## config.mk

```make
export PLATFORM = sky130hd
export DESIGN_NAME = prog_loader
export DESIGN_NICKNAME = d
export VERILOG_FILES = /design/src/rtl/prog_loader.sv
export SDC_FILE = /design/constraint.sdc
export NUM_CORES = 1
export LEC_CHECK = 0
export CAP_MARGIN = 20
export CORE_MARGIN = 4
export CORE_UTILIZATION = 54
export CTS_BUF_LIST = sky130_fd_sc_hd__clkbuf_8 sky130_fd_sc_hd__clkbuf_16
export DETAILED_ROUTE_END_ITERATION = 8
export PLACE_DENSITY = 0.8
export REMOVE_ABC_BUFFERS = 1
export SLEW_MARGIN = 5
export SYNTH_ARGS = -nofsm -noshare
export SYNTH_HDL_FRONTEND = slang
export SYNTH_SLANG_ARGS = --single-unit
```

## constraint.sdc

```tcl
create_clock -name clk -period 3.1 [get_ports clk]
set_clock_uncertainty 0.2 [all_clocks]
set_input_delay 0.465 -clock clk [delete_from_list [all_inputs] [get_ports clk]]
set_output_delay 0.465 -clock clk [all_outputs]
set_load 0.01 [all_outputs]
```

## src/rtl/prog_loader.sv

```systemverilog
// Instruction-memory loader: parses a length-prefixed, XOR-checksummed byte
// stream into 9-bit instruction writes and holds the CPU in reset until verified.
module prog_loader #(
    parameter int ADDR_W    = 12,
    parameter int INST_W    = 9,
    parameter int BASE_ADDR = 0,
    parameter int MAX_COUNT = 2000
) (
    input  logic              clk,
    input  logic              reset,
    input  logic [7:0]        in_data,
    input  logic              in_valid,
    output logic              in_ready,
    input  logic              start,
    output logic              imem_we,
    output logic [ADDR_W-1:0] imem_addr,
    output logic [INST_W-1:0] imem_wdata,
    output logic              cpu_hold,
    output logic              load_done,
    output logic              load_err,
    output logic [ADDR_W-1:0] count
);

    typedef enum logic [2:0] {
        HDR_LO  = 3'd0,
        HDR_HI  = 3'd1,
        INST_LO = 3'd2,
        INST_HI = 3'd3,
        CKSUM   = 3'd4,
        DONE    = 3'd5,
        ERROR   = 3'd6
    } state_t;

    localparam logic [ADDR_W-1:0] LP_MAX  = ADDR_W'(MAX_COUNT);
    localparam logic [ADDR_W-1:0] LP_BASE = ADDR_W'(BASE_ADDR);

    state_t              r_state;
    state_t              w_state_nxt;
    logic                r_in_ready;
    logic                r_we;
    logic [ADDR_W-1:0]   r_addr;
    logic [INST_W-1:0]   r_wdata;
    logic                r_hold;
    logic                r_done;
    logic                r_err;
    logic [ADDR_W-1:0]   r_count;
    logic [ADDR_W-1:0]   r_len;
    logic [7:0]          r_cksum;
    logic [7:0]          r_lo_byte;

    logic                w_accept;
    logic                w_write;
    logic                w_restart;
    logic [ADDR_W-1:0]   w_len_full;
    logic [ADDR_W-1:0]   w_count_inc;

    function automatic logic f_receiving(input state_t s);
        return (s == HDR_LO) || (s == HDR_HI) || (s == INST_LO) ||
               (s == INST_HI) || (s == CKSUM);
    endfunction

    assign w_accept    = in_valid && r_in_ready;
    assign w_len_full  = ADDR_W'({in_data[3:0], r_len[7:0]});
    assign w_count_inc = r_count + ADDR_W'(1);

    always_comb begin
        w_state_nxt = r_state;
        w_write     = 1'b0;
        w_restart   = 1'b0;
        case (r_state)
            HDR_LO: begin
                if (w_accept) w_state_nxt = HDR_HI;
            end
            HDR_HI: begin
                if (w_accept) begin
                    if (in_data[7:4] != 4'd0 || w_len_full > LP_MAX)
                        w_state_nxt = ERROR;
                    else if (w_len_full == '0)
                        w_state_nxt = CKSUM;
                    else
                        w_state_nxt = INST_LO;
                end
            end
            INST_LO: begin
                if (w_accept) w_state_nxt = INST_HI;
            end
            INST_HI: begin
                if (w_accept) begin
                    if (in_data[7:1] != 7'd0) begin
                        w_state_nxt = ERROR;
                    end else begin
                        w_write     = 1'b1;
                        w_state_nxt = (w_count_inc == r_len) ? CKSUM : INST_LO;
                    end
                end
            end
            CKSUM: begin
                if (w_accept) w_state_nxt = (in_data == r_cksum) ? DONE : ERROR;
            end
            DONE, ERROR: begin
                if (start) begin
                    w_restart   = 1'b1;
                    w_state_nxt = HDR_LO;
                end
            end
            default: w_state_nxt = HDR_LO;
        endcase
    end

    always_ff @(posedge clk) begin
        if (!reset) begin
            r_state    <= HDR_LO;
            r_in_ready <= 1'b0;
            r_we       <= 1'b0;
            r_addr     <= '0;
            r_wdata    <= '0;
            r_hold     <= 1'b1;
            r_done     <= 1'b0;
            r_err      <= 1'b0;
            r_count    <= '0;
            r_len      <= '0;
            r_cksum    <= '0;
        end else begin
            r_state    <= w_state_nxt;
            r_in_ready <= f_receiving(w_state_nxt);
            r_we       <= w_write;

            // The checksum byte itself is compared, not folded in.
            if (w_accept && r_state != CKSUM)
                r_cksum <= r_cksum ^ in_data;

            if (w_accept && r_state == HDR_LO)
                r_len <= ADDR_W'(in_data);
            if (w_accept && r_state == HDR_HI)
                r_len <= w_len_full;
            if (w_accept && r_state == INST_LO)
                r_lo_byte <= in_data;

            if (w_write) begin
                r_addr  <= LP_BASE + r_count;
                r_wdata <= INST_W'({in_data[0], r_lo_byte});
                r_count <= w_count_inc;
            end

            if (w_state_nxt == DONE && r_state != DONE) begin
                r_done <= 1'b1;
                r_hold <= 1'b0;
            end
            if (w_state_nxt == ERROR && r_state != ERROR)
                r_err <= 1'b1;

            if (w_restart) begin
                r_count <= '0;
                r_cksum <= '0;
                r_done  <= 1'b0;
                r_err   <= 1'b0;
                r_hold  <= 1'b1;
            end
        end
    end

    assign in_ready   = r_in_ready;
    assign imem_we    = r_we;
    assign imem_addr  = r_addr;
    assign imem_wdata = r_wdata;
    assign cpu_hold   = r_hold;
    assign load_done  = r_done;
    assign load_err   = r_err;
    assign count      = r_count;

endmodule
```

# Word-level counts from Yosys, hierarchy flattened
# Index checks and enable logic that the tools add are counted.
dict set report op_classes {
  addsub 1
  magnitude_cmp 1
  n_eq_ne 17
  muxes 19
  n_bitwise 3
  reduce_logical 22
}
# cell count
set ops {}
lappend ops {{3-bit two-way mux} 10}
lappend ops {{12-bit two-way mux} 2}
lappend ops {{3-bit equality test (second input constant)} 6}
lappend ops {{3-bit case mux with 6 select lines} 1}
lappend ops {{12-bit by 1-bit adder with 12-bit output (second input constant)} 1}
lappend ops {{12-bit equality test} 1}
lappend ops {{3-bit by 2-bit equality test with 1-bit output (second input constant)} 4}
lappend ops {{12-bit by 11-bit greater-than comparator with 1-bit output (second input constant)} 1}
lappend ops {{12-bit logical NOT} 1}
lappend ops {{3-bit != test (second input constant)} 3}
lappend ops {{8-bit equality test} 1}
lappend ops {{8-bit bitwise XOR} 1}
lappend ops {{1-bit logical AND} 7}
lappend ops {{7-bit nonzero test} 1}
lappend ops {{3-bit by 1-bit equality test with 1-bit output (second input constant)} 2}
lappend ops {{3-bit logical NOT} 2}
lappend ops {{1-bit logical OR} 5}
lappend ops {{1-bit two-way mux} 5}
lappend ops {{2-bit AND reduction} 2}
lappend ops {{4-bit nonzero test} 1}
lappend ops {{2-bit OR reduction} 2}
lappend ops {{2-bit two-way mux} 1}
lappend ops {{1-bit inverter} 2}
lappend ops {{2-bit nonzero test} 1}
dict set report word_totals {
  reg_bits 69
  input_bits 12
  output_inout_bits 38
  word_cells 76
}

# Longest topological paths before layout
# Gate-level depths: netlist (run 1).
dict set report logic_depth {
  depth_word 11
  ltp_mapped 9
  depth_no_buf 8
}

# Least setup slack after synthesis (run 1)
# No wires, ideal clock.
dict set report synth_path {
  path_type {in2reg}
  start {input port in_data[4]}
  end {register r_count[11], in the netlist count[11]}
  setup_time_ns 0.128
  arrival_ns 2.226
  required_ns 2.772
  slack_ns 0.547
  stages 8
  path_cell_list {or4_4 -> or4_4 -> or2_1 -> buf_6 -> nor3_4 -> nand4_1 -> xor2_1 -> nor2_1}
}
dict set report synth_via {
  elab_chain_len 4
}
# element line_no
set synth_rtl {}
lappend synth_rtl {{from (decl)} 11} ;# input logic [7:0] in_data,
lappend synth_rtl {{7-bit nonzero test} 89} ;# if (in_data[7:1] != 7'd0) begin
lappend synth_rtl {{1-bit two-way mux} 89}
lappend synth_rtl {{1-bit two-way mux} 88} ;# if (w_accept) begin
lappend synth_rtl {{1-bit two-way mux} 70} ;# case (r_state)
lappend synth_rtl {{to (signal assigned)} 142} ;# r_count <= w_count_inc;
lappend synth_rtl {{to (decl)} 46} ;# logic [ADDR_W-1:0] r_count;
# Every way passes these cells.
# A chain may end at the register's enable or synchronous reset.

# Worst setup path in the final report (run 1)
dict set report layout_path {
  start {input port in_data[4]}
  end {register r_count[3], in the netlist count[3]}
}
# The elaborated chain is that of the path after synthesis.

==> results of run 1 <==
## power groups by stage
| stage | Clock, W | Sequential, W | Combinational, W |
|---|---|---|---|
| global route | 0.000868 | 0.00101 | 0.000349 |
| detailed placement | 0 | 0.00102 | 0.000307 |
| finish | 0.000823 | 0.00101 | 0.000312 |
| CTS | 0.000836 | 0.00100 | 0.000310 |
| floorplan | 0 | 0.00102 | 0.000201 |
| global placement | 0 | 0.00102 | 0.000297 |
## worst max path at each step
stage	startpoint	to	depth (start not counted)
6_report	in_data[4]	count[3]	8
5_1_grt	in_data[4]	load_err	8
3_3_place_gp	in_data[4]	count[3]	8
4_1_cts	in_data[4]	count[3]	8
3_5_place_dp	in_data[4]	count[3]	8
2_1_floorplan	in_data[4]	count[4]	6
## state kept, by name (all words and copies together), names as in the netlist
signal,count
load_done,1
imem_we,1
imem_addr,12
cpu_hold,1
load_err,1
imem_wdata,9
r_state,3
count,12
r_cksum,8
in_ready,1
r_lo_byte,8
r_len,12
## metrics by stage
step / power (W) / hold slack (ns) / std cells
after floorplan: 0.001218 / 0.2411 / 362
after global placement: 0.001318 / 0.2397 / 503
after detailed placement: 0.001331 / 0.2471 / 503
after CTS: 0.002150 / 0.2572 / 519
after global routing: 0.002228 / 0.2689 / 519
final: 0.002140 / 0.2543 / 519
## cells by family (layout without fill, tap and decap cells)
logic type | after synthesis | after routing | synth area share [%]
AOI/OAI and AO/OA | 77 | 77 | 14.27
muxes | 2 | 2 | 0.6187
and+or+nand+nor | 164 | 164 | 24.01
buffers and inverters | 33 | 92 | 4.176
DFF | 69 | 69 | 45.17
xor gates and xnor gates | 42 | 42 | 11.37
adders and majority gates | 1 | 1 | 0.3866
## cell type report
| cell class | count | area [sq um] | share of cell area (%) |
|---|---|---|---|
| Sequential cell | 69 | 1461 | 35.78 |
| Inverter | 7 | 26.28 | 0.6434 |
| Multi-Input combinational cell | 286 | 1639 | 40.13 |
| Tap cell | 72 | 90.09 | 2.206 |
| Clock buffer | 11 | 151.4 | 3.707 |
| Timing Repair Buffer | 69 | 640.6 | 15.69 |
| Clock inverter | 5 | 75.07 | 1.838 |
## cell usage in the layout (no fill, tap or decap), types with 10 or more instances in the layout
cell type	Yosys	final
sky130_fd_sc_hd__a21oi_1	41	41
sky130_fd_sc_hd__dfxtp_1	61	61
sky130_fd_sc_hd__xnor2_1	23	23
sky130_fd_sc_hd__nand2_1	78	78
sky130_fd_sc_hd__nor2_1	30	30
sky130_fd_sc_hd__xor2_1	19	19
sky130_fd_sc_hd__clkbuf_8	0	11
sky130_fd_sc_hd__buf_4	0	20
sky130_fd_sc_hd__nand3_1	11	11
sky130_fd_sc_hd__o21ai_0	10	10
sky130_fd_sc_hd__clkdlybuf4s50_1	0	49
## critical path: cells and delay by family
kind                      cells  cell delay, ns
and+or+nand+nor               5            1.53
buffers and inverters         2            0.68
xor gates and xnor gates      1            0.12
## routing by layer
| layer | part of all wire, % | up-vias | global-route usage, % |
|---|---|---|---|
| li1 | - | 1433 | - |
| met1 | 42 | 1330 | 26.17 |
| met2 | 49 | 110 | 38.63 |
| met3 | 6.5 | 20 | 4.951 |
| met4 | 2.4 | 0 | 10.50 |
| met5 | 0 | - | 0 |
==> metrics.md, run 1 <==
| Metric | Value |
|---|---|
| Worst-case setup slack after placement | `-0.03825 ns` |
| Number of warning messages in the yosys log | `0` |
| Synth-to-layout area growth | `26.22%` |
| Yosys top cell area share | `37.74%` |
| Die Area | `7294 sq um` |
| Number of nets with antenna violations after detailed routing | `0` |
| Clock-pin slew of the registers on the worst-case setup and hold paths | `0.07 ns` |
| Class of the tightest hold or removal check | `flip-flop to flip-flop` |
| Overall die height | `85.41 microns` |
| Core Rows | `27` |
| Final setup violation count | `0` |
| Boundary Pins | `50` |
| Clock network power share | `38.5%` |
| Critical-path maximum fanout | `19` |
| Routability Congestion | `0.8343` |
| Slowest stage delay, CP | `0.56 ns` |
| Internal Dissipation | `0.001578 W` |
| Static Leakage | `1.420 nW` |
| Via count | `2893` |
| Number of hold violations in the final report | `0` |
| Worst hold path endpoint | `imem_addr[1]` |
| Number of gates given a new drive strength after cts | `0` |
| Leading post-synthesis cells by instance count | `78 x sky130_fd_sc_hd__nand2_1, 61 x sky130_fd_sc_hd__dfxtp_1, 41 x sky130_fd_sc_hd__a21oi_1` |
| GRT Overall Usage | `22.37%` |
| Relative max-transition margin | `61.18%` |
| Unrepaired setup endpoints after global routing | `no` |
| Worst Tran Pin Value | `0.5817 ns` |
| Cell with the most instances after synthesis | `sky130_fd_sc_hd__nand2_1` |
| Die width | `85.41 microns` |
| Max-cap violations | `0` |
| Filler cell count in the final layout | `455` |
| Number of antenna violations at the first check in global routing | `0` |
| Via count of the first global-routing pass | `2889` |
| Wire length of the first global-routing pass | `13210 microns` |
| Number of CTS-inserted buffers | `9` |
| Final setup TNS | `0 ns` |
| Clock H-tree levels | `3` |
| Total number of nets in the final design | `455` |
| Final cell utilization of the core | `72.39%` |
| Area after detailed placement | `3857 sq um` |
| Share of flip-flops with an asynchronous set or reset | `0%` |
| Total standard cell area after synthesis | `3236 sq um` |
| Required time at the worst-slack endpoint | `3.13 ns` |
| Pin count of the biggest net entering global routing | `25` |
| Number of distinct library cells after synthesis | `52` |
| Critical path launch point type | `input port` |
| Number of antenna repair diodes | `0` |
| Upper clock frequency limit | `360.3 MHz` |
| Power spent charging and discharging nets | `0.0005620 W` |
| Bufs on Longest Clock Path | `2` |
| DRC violation count after routing | `0` |
| Cell at the slowest stage of the critical path | `sky130_fd_sc_hd__or4_4` |
| Buffer cell driving the clock tree root | `sky130_fd_sc_hd__clkbuf_8` |
| Clk sinks | `69` |
| Number of flops mapped to enable cells by yosys | `8` |
| Flop-to-flop setup slack | `0.48 ns` |
| Mean instance size in the synthesized netlist | `8.339 sq um` |
| Critical path cell sequence | `clkdlybuf4s50_1 -> or4_4 -> or4_4 -> or2_1 -> buf_4 -> nor2_1 -> xnor2_1 -> nor2_1` |
| Sequential share of power | `47.0%` |
| Syn Inst Count | `388` |
| Total global routing overflow | `0` |
| Average wire per standard cell | `14.91 microns` |
| Largest area contributor in the netlist | `sky130_fd_sc_hd__dfxtp_1` |
| Maximum vdd ir drop | `0.0003830 V` |
| Combinational Power Share | `14.6%` |
| R2R cell count | `7` |
| Switching share of power | `26.27%` |
| Result of the run | `complete, no violations` |
| Post-CTS Hold Buffers | `0` |
| Seq/Total Area, Yosys | `45.17%` |
| Clock latency on the worst-skew pair | `0.35 ns` |
| Start point of the worst hold path | `imem_addr[1]` |
| Main area contributors after synthesis | `sky130_fd_sc_hd__dfxtp_1 38%, sky130_fd_sc_hd__nand2_1 9.0%, sky130_fd_sc_hd__edfxtp_1 7.4%` |
| Minimum period implied by the final worst setup slack | `2.776 ns` |
| Placeable core area | `5642 sq um` |
| Share of post-route cells with drive strength above 1 | `9.172%` |
| Critical Path Sink Type | `flip-flop` |
| DRT Pass-1 Iters | `5` |
| Final cycle utilization of the critical path | `89.54%` |
| Placed wire-length estimate after detailed placement | `5449 microns` |
| Max Slew Vio Count | `0` |
| Power density over cell area | `523.9 nW/um^2` |
| Critical setup path kind | `input port to flip-flop` |
| Post-route design area | `4084 sq um` |
| Post-synth top flop | `sky130_fd_sc_hd__dfxtp_1` |
| Cell depth of the worst hold path | `2` |
| Final worst setup slack | `0.3243 ns` |
| Routed wire length | `7738 microns` |
| FF-to-FF Start | `count[3]` |
| Starting density of the core | `57.35%` |
| Post-CTS Repair Setup Buffers | `0` |
| Detail-routed via count per cell | `5.574` |
| Number of synthesized register bits | `69` |
| Number of DRC violations after detailed-routing iteration 0 | `198` |
| Arrival @ worst endpoint | `2.81 ns` |
| Clock tree from TritonCTS | `yes` |
| Count of buffers inserted at the top-level ports | `49` |
| Worst reg2reg path endpoint | `load_err` |
(Power assumes the default switching activity.)
==> run 2: changes to the inputs <==
REMOVE_ABC_BUFFERS = unset   (was 1)
==> run 2 against run 1 <==
Sequential cell count unchanged. Clock power increased by 7.5%. Count of clock-buffer cells in the layout shrank 2. Critical endpoint is now load_err. Largest power group unchanged.
==> metrics.md, run 2 (synthesis results as in run 1) <==
| Metric | Value |
|---|---|
| Multi-input gate area in the final layout | `1639 sq um` |
| Average wire per standard cell | `15.09 microns` |
| Number of CTS-inserted buffers | `9` |
| Number of antenna violations at the first check in global routing | `0` |
| Die Area | `7294 sq um` |
| Post-CTS Repair Setup Buffers | `0` |
| Detail-routed via count per cell | `5.607` |
| GRT Overall Usage | `22.80%` |
| Synth-to-layout area growth | `26.37%` |
| Buffer cell driving the clock tree root | `sky130_fd_sc_hd__clkbuf_8` |
| Total number of nets in the final design | `453` |
| Required time at the worst-slack endpoint | `3.12 ns` |
| Clock tree from TritonCTS | `yes` |
| Core Rows | `27` |
| Commonest non-fill, non-tap cell in the layout | `sky130_fd_sc_hd__nand2_1` |
| Unrepaired setup endpoints after global routing | `no` |
| Hold Slack | `0.2542 ns` |
| Post-CTS Hold Buffers | `0` |
| Result of the run | `complete, no violations` |
| Placeable core area | `5642 sq um` |
| Post-route design area | `4089 sq um` |
| DRT Pass-1 Iters | `4` |
| Maximum vdd ir drop | `0.0006081 V` |
| Critical Path Sink Type | `flip-flop` |
| Sequential Area | `1461 sq um` |
| Total global routing overflow | `0` |
| Routed wire length | `7804 microns` |
| Via count | `2899` |
| Arrival @ worst endpoint | `2.78 ns` |
| Share of post-route cells with drive strength above 1 | `9.213%` |
| Die width | `85.41 microns` |
| Count of buffers inserted at the top-level ports | `49` |
| Number of hold violations in the final report | `0` |
| Upper clock frequency limit | `362.8 MHz` |
| Critical path launch point type | `input port` |
| Max-cap violations | `0` |
| Clock-pin slew of the registers on the worst-case setup and hold paths | `0.07 ns` |
| Placed wire-length estimate after detailed placement | `5528 microns` |
| Pin count of the biggest net entering global routing | `38` |
| Critical setup path kind | `input port to flip-flop` |
| Starting density of the core | `57.35%` |
| Static Leakage | `1.412 nW` |
| Boundary Pins | `50` |
| Number of gates given a new drive strength after cts | `0` |
| Max Slew Vio Count | `0` |
| Number of nets with antenna violations after detailed routing | `0` |
| Final setup violation count | `0` |
| Highest-count cells in the layout ignoring fill and taps | `78 x sky130_fd_sc_hd__nand2_1, 61 x sky130_fd_sc_hd__dfxtp_1, 49 x sky130_fd_sc_hd__clkdlybuf4s50_1` |
| Relative max-transition margin | `64.74%` |
| Area after detailed placement | `3842 sq um` |
| Number of DRC violations after detailed-routing iteration 0 | `245` |
| Bufs on Longest Clock Path | `2` |
| Critical-path maximum fanout | `4` |
| Minimum period implied by the final worst setup slack | `2.756 ns` |
| Wire length of the first global-routing pass | `13340 microns` |
| Power density over cell area | `539.6 nW/um^2` |
| Filler cell count in the final layout | `437` |
| Via count of the first global-routing pass | `2907` |
| Clock H-tree levels | `3` |
| Overall die height | `85.41 microns` |
| Class of the tightest hold or removal check | `flip-flop to flip-flop` |
| Final cycle utilization of the critical path | `88.91%` |
| Worst Tran Pin Value | `0.5282 ns` |
| Clock latency on the worst-skew pair | `0.34 ns` |
| Number of antenna repair diodes | `0` |
| Post-Synthesis Net Count | `401` |
| DRC violation count after routing | `0` |
| Routability Congestion | `0.9121` |
| Clk sinks | `69` |
-- run 2: cell type report --
| type | count | area share (%) |
|---|---|---|
| Clock buffer | 9 | 3.029 |
| Sequential cell | 69 | 35.74 |
| Inverter | 7 | 0.6426 |
| Multi-Input combinational cell | 286 | 40.09 |
| Timing Repair Buffer | 67 | 15.30 |
| Tap cell | 72 | 2.203 |
| Clock inverter | 7 | 2.999 |
-- run 2: power by group --
| part | switching, W | leakage [nW] | internal (W) | total [W] |
|---|---|---|---|---|
| Combinational | 0.000173 | 0.730 | 0.000143 | 0.000316 |
| Sequential | 0.0000589 | 0.566 | 0.000947 | 0.00101 |
| Clock | 0.000347 | 0.116 | 0.000538 | 0.000885 |
-- run 2: path summary, 6_finish.rpt --
check                              startpoint            end  slack, ns  cells after the start
worst max-delay path               in_data[4]       load_err       0.34                      8
worst min-delay path            imem_addr[11]  imem_addr[11]       0.25                      2
worst max register to register       count[0]       load_err       0.47                      8
worst min register to register  imem_addr[11]  imem_addr[11]       0.25                      2
-- run 2: metal layers --
metal | up-vias | wire [microns] | track usage, %
met5 | - | 0 | 0
met4 | 0 | 100 | 7.338
li1 | 1426 | - | -
met2 | 102 | 3858 | 38.14
met1 | 1354 | 3387 | 28.80
met3 | 17 | 457 | 5.631
-- run 2: worst max-delay path, stage by stage --
cell,delay [ns]
sky130_fd_sc_hd__clkdlybuf4s50_1,0.42
sky130_fd_sc_hd__or4_4,0.57
sky130_fd_sc_hd__or4_4,0.43
sky130_fd_sc_hd__buf_4,0.16
sky130_fd_sc_hd__a21oi_1,0.11
sky130_fd_sc_hd__nand4_1,0.15
sky130_fd_sc_hd__a31oi_1,0.32
sky130_fd_sc_hd__o32ai_1,0.15
-- run 2: through the flow --
| step | power [W] | instances | setup WS [ns] | TNS (ns) | utilization [%] |
|---|---|---|---|---|---|
| detailed placement | 0.001331 | 501 | -0.004637 | -0.004637 | 68.11 |
| global route | 0.002308 | 517 | 0.2469 | 0 | 72.48 |
| floorplan | 0.001232 | 388 | 0.5467 | 0 | - |
| global placement | 0.001322 | 501 | 0.02148 | 0 | 68.11 |
| finish | 0.002206 | 517 | 0.3437 | 0 | 72.48 |
| CTS | 0.002218 | 517 | 0.3538 | 0 | 72.48 |
==> run 3: changes to the inputs <==
PLACE_DENSITY = 0.84   (was 0.8)
==> run 3 against run 2 <==
Critical path type unchanged. Largest power group unchanged. Wire length is 1.5% lower. Clock power shrank 15%. Highest routed layer unchanged. Largest cell class unchanged. Die area unchanged. Via count is 0.72% higher. Total power shrank 6.1%. Count of clock-buffer cells in the layout grew 1.
==> metrics.md, run 3 (synthesis results as in run 1) <==
| Metric | Value |
|---|---|
| Placed wire-length estimate after detailed placement | `5533 microns` |
| Maximum vdd ir drop | `0.0003064 V` |
| DRT Pass-1 Iters | `4` |
| Clk sinks | `69` |
| Critical Path Sink Type | `flip-flop` |
| Pin count of the biggest net entering global routing | `38` |
| Overall power | `0.002072 W` |
| GRT Overall Usage | `21.98%` |
| Placeable core area | `5642 sq um` |
| Final worst setup slack | `0.3467 ns` |
| Number of DRC violations after detailed-routing iteration 0 | `311` |
| Boundary Pins | `50` |
| Post-CTS Hold Buffers | `0` |
| Number of non-filler instances in the completed layout | `517` |
| Worst-case setup slack after placement | `-0.01356 ns` |
| Number of antenna violations at the first check in global routing | `0` |
| Final cell utilization of the core | `71.79%` |
| Clock-pin slew of the registers on the worst-case setup and hold paths | `0.07 ns` |
| FF-to-FF Start | `count[0]` |
| Highest-count cells in the layout ignoring fill and taps | `78 x sky130_fd_sc_hd__nand2_1, 61 x sky130_fd_sc_hd__dfxtp_1, 49 x sky130_fd_sc_hd__clkdlybuf4s50_1` |
| Critical-path maximum fanout | `6` |
| Share of post-route cells with drive strength above 1 | `8.764%` |
| Relative max-transition margin | `67.74%` |
| Synth-to-layout area growth | `25.17%` |
| Core Rows | `27` |
| Starting density of the core | `57.35%` |
| Unrepaired setup endpoints after global routing | `no` |
| Minimum period implied by the final worst setup slack | `2.753 ns` |
| Arrival @ worst endpoint | `2.79 ns` |
| Bufs on Longest Clock Path | `2` |
| Cell depth of the worst hold path | `2` |
| Routability Congestion | `0.8928` |
| Post-CTS Repair Setup Buffers | `0` |
| Number of nets with antenna violations after detailed routing | `0` |
| Total number of nets in the final design | `453` |
| Routed wire length | `7684 microns` |
| Required time at the worst-slack endpoint | `3.14 ns` |
| Count of buffers inserted at the top-level ports | `49` |
| Final setup TNS | `0 ns` |
| Via count of the first global-routing pass | `2874` |
| DRC violation count after routing | `0` |
| Number of placed instances, taps included | `501` |
| Filler cell count in the final layout | `426` |
| Worst hold path endpoint | `imem_addr[11]` |
| Post-Synthesis Net Count | `401` |
| Clock H-tree levels | `3` |
| Detail-routed via count per cell | `5.648` |
| Total global routing overflow | `0` |
| Worst reg2reg path endpoint | `load_err` |
| Upper clock frequency limit | `363.2 MHz` |
| Worst Tran Pin Value | `0.4802 ns` |
| Critical setup path kind | `input port to flip-flop` |
| R2R cell count | `8` |
| Flop-to-flop setup slack | `0.47 ns` |
| Class of the tightest hold or removal check | `flip-flop to flip-flop` |
| Clock latency on the worst-skew pair | `0.35 ns` |
| Wire length of the first global-routing pass | `12830 microns` |
| Number of CTS-inserted buffers | `9` |
| Final setup violation count | `0` |
| Via count | `2920` |
| Max-cap violations | `0` |
| Die Area | `7294 sq um` |
| Critical path launch point type | `input port` |
| Power density over cell area | `511.5 nW/um^2` |
| Number of hold violations in the final report | `0` |
| Final cycle utilization of the critical path | `88.82%` |
| Max Slew Vio Count | `0` |
| Buffer cell driving the clock tree root | `sky130_fd_sc_hd__clkbuf_8` |
| Clock tree from TritonCTS | `yes` |
| Number of gates given a new drive strength after cts | `0` |
| Result of the run | `complete, no violations` |
| Commonest non-fill, non-tap cell in the layout | `sky130_fd_sc_hd__nand2_1` |
| Start point of the worst hold path | `imem_addr[11]` |
| Static Leakage | `1.399 nW` |
| Die width | `85.41 microns` |
| Overall die height | `85.41 microns` |
| Number of antenna repair diodes | `0` |
| Average wire per standard cell | `14.86 microns` |
run 3: metrics by stage:
| stage | hold slack, ns | area [sq um] |
|---|---|---|
| 6_report | 0.2567 | 4050 |
| 5_1_grt | 0.2779 | 4050 |
| 4_1_cts | 0.2570 | 4050 |
| 3_5_place_dp | 0.2441 | 3842 |
| 3_3_place_gp | 0.2411 | 3842 |
| 2_1_floorplan | 0.2412 | 3236 |
run 3: how the worst max path moves through the flow:
stage	from	slack (ns)	end
CTS	in_data[4]	0.35	count[8]
global route	in_data[4]	0.27	count[8]
finish	in_data[4]	0.35	count[8]
detailed placement	in_data[4]	-0.01	count[11]
global placement	in_data[4]	0.03	count[3]
floorplan	in_data[4]	0.55	count[11]
run 3: per-layer routing:
layer,share of wire (%),track usage (%),wire length [microns]
met3,5.8,4.466,444
met4,3.0,11.08,230
met2,48,36.44,3691
met5,0,0,0
met1,43,26.98,3317
run 3: worst max-delay path, cell delays in order:
cell                              delay, ns
sky130_fd_sc_hd__clkdlybuf4s50_1       0.43
sky130_fd_sc_hd__or4_4                 0.57
sky130_fd_sc_hd__or4_4                 0.43
sky130_fd_sc_hd__or2_1                 0.35
sky130_fd_sc_hd__nor2_2                0.18
sky130_fd_sc_hd__and3_1                0.20
sky130_fd_sc_hd__xnor2_1               0.12
sky130_fd_sc_hd__nor2_1                0.05
run 3: final cells by class:
type                    instances  area, sq um  share of cell area, %
clock buffers                  10        148.9                  3.676
clock inverters                 6        58.81                  1.452
inverters                       7        26.28                 0.6487
multi-input cells             286         1639                  40.47
flip-flops and latches         69         1461                  36.08
well taps                      72        90.09                  2.224
repair buffers                 67        625.6                  15.45
run 3: power breakdown:
group          total [W]  leakage, nW  internal, W  switching [W]
Sequential       0.00100        0.566     0.000947      0.0000536
Combinational   0.000315        0.730     0.000143       0.000173
Clock           0.000756        0.103     0.000416       0.000340
Total            0.00207         1.40      0.00151       0.000566
